[src/rtl/vedic_mul8_seq.sv]
// Purpose: unsigned 8x8 multiply built from four passes through one shared 4x4 multiplier.
// Latency: 5 cycles from accept to out_valid (1 cycle when a zero operand is bypassed).
// Backpressure: the result is held in DONE until out_ready; in_ready is high only in IDLE.
module vedic_mul8_seq #(
    parameter bit ZERO_BYPASS = 1'b1
) (
    input  logic        clk,
    input  logic        rst,
    input  logic        in_valid,
    output logic        in_ready,
    input  logic [7:0]  in_a,
    input  logic [7:0]  in_b,
    output logic [3:0]  mul_a,
    output logic [3:0]  mul_b,
    input  logic [7:0]  mul_p,
    output logic        out_valid,
    input  logic        out_ready,
    output logic [15:0] out_p,
    output logic        busy
);

    typedef enum logic [2:0] {
        IDLE,
        LL,
        LH,
        HL,
        HH,
        DONE
    } state_t;

    // Latched operand pair; stays constant for the whole multiply.
    typedef struct packed {
        logic [7:0] a;
        logic [7:0] b;
    } opnd_t;

    state_t      state_q, state_d;
    opnd_t       opnd_q, opnd_d;
    logic [15:0] acc_q, acc_d;
    logic        in_zero;

    assign in_zero = (in_a == 8'd0) || (in_b == 8'd0);

    // State, operand and accumulator registers with synchronous reset.
    always_ff @(posedge clk) begin
        if (rst) begin
            state_q <= IDLE;
            opnd_q  <= '0;
            acc_q   <= '0;
        end else begin
            state_q <= state_d;
            opnd_q  <= opnd_d;
            acc_q   <= acc_d;
        end
    end

    // Pass sequencing: pick the nibble pair for this pass and fold its product into acc.
    always_comb begin
        state_d = state_q;
        opnd_d  = opnd_q;
        acc_d   = acc_q;
        mul_a   = 4'd0;
        mul_b   = 4'd0;
        case (state_q)
            IDLE: begin
                if (in_valid) begin
                    opnd_d.a = in_a;
                    opnd_d.b = in_b;
                    acc_d    = 16'd0;
                    state_d  = (ZERO_BYPASS && in_zero) ? DONE : LL;
                end
            end
            LL: begin
                mul_a   = opnd_q.a[3:0];
                mul_b   = opnd_q.b[3:0];
                acc_d   = acc_q + {8'h00, mul_p};
                state_d = LH;
            end
            LH: begin
                mul_a   = opnd_q.a[3:0];
                mul_b   = opnd_q.b[7:4];
                acc_d   = acc_q + {4'h0, mul_p, 4'h0};
                state_d = HL;
            end
            HL: begin
                mul_a   = opnd_q.a[7:4];
                mul_b   = opnd_q.b[3:0];
                acc_d   = acc_q + {4'h0, mul_p, 4'h0};
                state_d = HH;
            end
            HH: begin
                mul_a   = opnd_q.a[7:4];
                mul_b   = opnd_q.b[7:4];
                acc_d   = acc_q + {mul_p, 8'h00};
                state_d = DONE;
            end
            DONE: begin
                if (out_ready) begin
                    state_d = IDLE;
                end
            end
            default: begin
                state_d = IDLE;
            end
        endcase
    end

    assign in_ready  = (state_q == IDLE);
    assign busy      = (state_q != IDLE);
    assign out_valid = (state_q == DONE);
    assign out_p     = acc_q;

endmodule

[config.mk]
export PLATFORM = sky130hd
export DESIGN_NAME = vedic_mul8_seq
export DESIGN_NICKNAME = d
export VERILOG_FILES = /design/src/rtl/vedic_mul8_seq.sv
export SDC_FILE = /design/constraint.sdc
export NUM_CORES = 1
export LEC_CHECK = 0
export CORE_AREA = 10 10 78 80
export DETAILED_ROUTE_END_ITERATION = 8
export DIE_AREA = 0 0 88 90
export DONT_BUFFER_PORTS = 1
export PLACE_DENSITY = 0.78
export RECOVER_POWER = 100
export SKIP_LAST_GASP = 1
export SLEW_MARGIN = 0
export SYNTH_ARGS = -nofsm -noshare
export SYNTH_HDL_FRONTEND = slang
export SYNTH_SLANG_ARGS = --single-unit
[constraint.sdc]
create_clock -name clk -period 3 [get_ports clk]
set_input_delay 0.75 -clock clk [delete_from_list [all_inputs] [get_ports clk]]
set_output_delay 0.75 -clock clk [all_outputs]
set_load 0.005 [all_outputs]
# Word-level counts from Yosys, hierarchy flattened
# Cells that the tools add are included.
[classes] add_sub_neg=3 eq_ne=7 muxes=8 reduce_logical=14
[op_table] cell="$pmux 16 s4" n=1
[op_table] cell="$pmux 3 s6" n=1
[op_table] cell="$add 16x12->16" n=1
[op_table] cell="$add 16x16->16" n=1
[op_table] cell="$add 16x8->16" n=1
[op_table] cell="$logic_not 8->1" n=2
[op_table] cell="$mux 16" n=1
[op_table] cell="$pmux 4 s2" n=2
[op_table] cell="$reduce_or 2->1" n=5
[op_table] cell="$mux 3" n=3
[op_table] cell="$eq 3x2->1 const B" n=2
[op_table] cell="$eq 3x3->1 const B" n=2
[op_table] cell="$reduce_and 2->1" n=3
[op_table] cell="$reduce_bool 4->1" n=1
[op_table] cell="$eq 3x1->1 const B" n=1
[op_table] cell="$logic_not 3->1" n=1
[op_table] cell="$reduce_bool 3->1" n=1
[op_table] cell="$ne 2x1->1 const B" n=1
[op_table] cell="$ne 2x2->1 const B" n=1
[op_table] cell="$logic_or 1x1->1" n=1
[totals] ff_bits=35 inputBits=28 out_inout_bits=27 word_cells=36

# Longest topological paths before layout
[logic_depth] depth_word=5 mapped_depth=9 mapped_depth_nobuf=9

# Least setup slack after synthesis
# Ideal clock, no wire load.
[synth_path] path_type="input port to flip-flop" startpoint="input port mul_p[0]" endpoint="register acc_q[10] (netlist: out_p[10])" setup_time_ns=0.132 arrival_ns=2.351 required_ns=2.868 slack_ns=0.517 cell_stages=8 n_path_buf=0 cell_sequence="ha_1 fa_1 a211oi_1 o21ai_0 a21oi_1 xnor2_1 a222oi_1 a21oi_1"
[synth_between] elab_chain_len=2 elab_cells_between_ends=4 classes_between="3 x add/sub; 1 x mux"
[synth_rtl] element="start: declaration" line="15" rtl="input logic [7:0] mul_p,"
[synth_rtl] element="$add 16x16->16, or another cell as far along" line="94" rtl="acc_d = acc_q + {mul_p, 8'h00};"
[synth_rtl] element="$pmux 16 s4 *" line="64" rtl="case (state_q)"
[synth_rtl] element="end signal: assignment" line="49" rtl="acc_q <= '0;"
[synth_rtl] element="end signal: assignment" line="53" rtl="acc_q <= acc_d;"
[synth_rtl] element="end: declaration" line="39" rtl="logic [15:0] acc_q, acc_d;"
# Mark *: on every way between the ends. The rest lies on a longest branch, timed or not.
# A chain may end at the register's enable or synchronous reset.

# Final worst setup path
[layout_path] startpoint="register acc_q[8] (netlist: out_p[8])" endpoint="register acc_q[14] (netlist: out_p[14])"
[layout_between] elab_chain_len=2 elab_cells_between_ends=4 classes_between="3 x add/sub; 1 x mux"
[layout_rtl] element="$add 16x16->16, or another cell as far along" line="94"
[layout_rtl] element="$pmux 16 s4 *" line="64"
# Marks and branches as above.

==> impl_metrics.json <==
{
  "status": "finished clean",
  "syn_avg_cell_area_um2": 7.52,
  "cts_max_path_buffers": 2,
  "start_util_pct": 61.3,
  "yosys.area_share.simple_pct": 23.6,
  "synth.cell_area_mm2": 0.00282,
  "r2r_setup_slack_ns": 0.39,
  "end_kind": "register",
  "area_delta_synth_final_pct": 4.35,
  "min_from": "opnd_q[6]",
  "ys.flop_type": "dfxtp_1",
  "grt_pass1_vias": 2696,
  "cts_buffers": 5,
  "drt-pass1-iter-count": 7,
  "wl_per_cell_um": 18.3,
  "slew_violations": 0,
  "drv_cap": 0,
  "finalHoldViolations": 0,
  "synth_largest_area_cell": "dfxtp_1",
  "fin_skew_ns": 0.00895,
  "tightestPinTransition_ns": 1.01,
  "critPathKind": "register to register",
  "cts_resized": 0,
  "portBuffers": 0,
  "chipHeight_um": 90,
  "dieArea_mm2": 0.00792,
  "synth_fa_ha_area_share_pct": 12.3,
  "dieWidth_um": 88,
  "synth.top_cell.area_share_pct": 24.8,
  "tritoncts": "built",
  "synth_top_family_by_area": "compound AO/OA/AOI/OAI gates",
  "drive_gt1_share_pct": 4.81,
  "vdd_ir_drop_max_mv": 0.405,
  "synth_most_common_cell": "nand2_1",
  "cts_hold_buf": 0,
  "synth_xor_area_share_pct": 4.04,
  "synth_async_sr_flop_share_pct": 0,
  "clkLatencyLatePin_ns": 0.29,
  "yosysSeqAreaShare_pct": 24.8,
  "hp-class": "register to register",
  "synth-edff-count": 0,
  "post-route-util_pct": 64.0,
  "nNetsFinal": 427,
  "min_period_ns": 2.61,
  "vias": 2818,
  "syn-num-nets": 429,
  "grt_overflow_total": 0,
  "diodes": 0,
  "rr_startpoint": "out_p[8]",
  "first_iter_violations": 266,
  "synthMuxAreaShare_pct": 1.46,
  "vias_per_cell": 6.58,
  "gp_congestion": 0.971,
  "synth-seq-cells": 35,
  "setup_tns_ns": 0,
  "fin_cells": 428,
  "antenna_found_initial": 0,
  "post-route-drc-count": 0,
  "startpoint_type": "register",
  "clkTransAtPathRegs_ns": 0.07,
  "max-slew-margin-rel_pct": 32.6,
  "yosysUniqueCellTypes": 59,
  "io_pins": 55,
  "finalWirelength_mm": 7.84,
  "r2r-end": "out_p[14]",
  "htree_levels": 2,
  "synth.area.top_cells": "dfxtp_1, ha_1, nand2_1, a21oi_1, nor2_1",
  "cts_sinks": 35,
  "postCtsSetupRepairBufs": 0,
  "cellLeakagePower_nw": 1.14,
  "min_period_over_period_pct": 87.1,
  "holdPathStages": 2,
  "worstPathRequired_ns": 3.18,
  "cts-root-buf": "clkbuf_8",
  "synth_compound_area_share_pct": 30.1,
  "power_density_mw_per_mm2": 568,
  "grtUsageTotal_pct": 19.9,
  "rows": 25,
  "max_freq_ghz": 0.383,
  "netlist_instances": 375,
  "place_hpwl_mm": 5.98,
  "rsz0062_at_grt": "no",
  "dpl.cell_count": 420,
  "final_area_mm2": 0.00294,
  "r2r_cells": 10,
  "min_to": "opnd_q[6]",
  "grt_pass1_wl_mm": 13.0,
  "finalSetupViolCount": 0,
  "coreArea_mm2": 0.00460,
  "ant_nets": 0,
  "place_area_mm2": 0.00287,
  "arrival_ns": 2.79,
  "fin_hold_ws_ns": 0.450,
  "yosysWarnings": 0,
  "yosys-top-cells-count": "nand2_1, a21oi_1, nor2_1",
  "grt_start_max_net_pins": 37,
  "crit_path_max_fanout": 9
}
## metal layers
layer | vias to the layer above | wire length, µm | track usage [%]
met2 | 107 | 3840 | 32.6
met1 | 1313 | 3200 | 23.6
met5 | - | 0 | 0
met3 | 16 | 629 | 6.32
li1 | 1382 | - | -
met4 | 0 | 170 | 7.05
## kinds of logic (layout without fill, tap and decap cells)
family	after synthesis	count (layout)
xor gates and xnor gates	13	13
adders and majority gates	26	26
buffers and inverters	25	24
AOI/OAI and AO/OA	128	128
and+or+nand+nor	144	144
muxes	4	4
DFF	35	35
## layout make-up
| type | instances | area, µm² |
|---|---|---|
| Tap cell | 54 | 67.6 |
| Timing Repair Buffer | 5 | 30.0 |
| Clock buffer | 6 | 72.6 |
| Inverter | 11 | 41.3 |
| Clock inverter | 2 | 12.5 |
| Fill cell | 444 | 1660 |
| Sequential cell | 35 | 701 |
| Multi-Input combinational cell | 315 | 2020 |
## worst max-delay path: stages (launching register included)
cell and delay, ns:
dfxtp_1 0.31, clkbuf_1 0.40, ha_1 0.29, inv_1 0.06, fa_1 0.41, nand2b_1 0.18, a21oi_1 0.25, mux2i_1 0.23
o21ai_0 0.10, a31oi_1 0.17, a31oi_1 0.10
## placed cells by master, fill, tap and decap left out, types with 4 or more instances in the layout
| master | synthesis | layout |
|---|---|---|
| ha_1 | 23 | 23 |
| a221oi_1 | 4 | 4 |
| a21o_1 | 6 | 6 |
| xnor2_1 | 10 | 10 |
| a31oi_1 | 5 | 5 |
| nor3_1 | 5 | 5 |
| a211oi_1 | 7 | 7 |
| and3_1 | 5 | 5 |
| a22oi_1 | 8 | 8 |
| nor4_1 | 6 | 6 |
| o21a_1 | 4 | 4 |
| or3_1 | 4 | 4 |
| clkbuf_8 | 0 | 5 |
| a21oi_1 | 40 | 40 |
| nor2b_1 | 5 | 5 |
| a32o_1 | 4 | 4 |
| nand2_1 | 58 | 58 |
| dfxtp_1 | 35 | 35 |
| nor2_1 | 36 | 36 |
| o21ai_0 | 24 | 27 |
| nand3_1 | 6 | 6 |
| inv_1 | 10 | 11 |
## per-stage QoR
step,worst slack (ns),total power (W)
global route,0.260,0.00181
floorplan,0.517,0.00118
detailed placement,0.383,0.00134
CTS,0.530,0.00168
global placement,0.440,0.00132
finish,0.388,0.00167
## report_power, final
part	internal [W]	leakage, nW	total, W	switching (W)
Sequential	0.000529	0.286	0.000615	0.0000859
Clock	0.000162	0.0412	0.000341	0.000178
Combinational	0.000289	0.814	0.000715	0.000426
Total	0.000980	1.14	0.00167	0.000690
## flip-flops by register name, indices dropped and copies added, names as in the netlist
register / count
opnd_q: 16
out_p: 16
state_q: 3
## how the worst max path moves through the flow
stage                     from         to  slack (ns)  cells past startpoint
floorplan             mul_p[0]  out_p[10]        0.52                      8
global placement      mul_p[0]  out_p[10]        0.44                      8
detailed placement    mul_p[0]  out_p[12]        0.38                      8
CTS                 state_q[1]   mul_a[0]        0.53                      3
global route          out_p[8]  out_p[14]        0.26                     10
finish                out_p[8]  out_p[14]        0.39                     10
No activity file was read; power rests on OpenSTA's default activity.
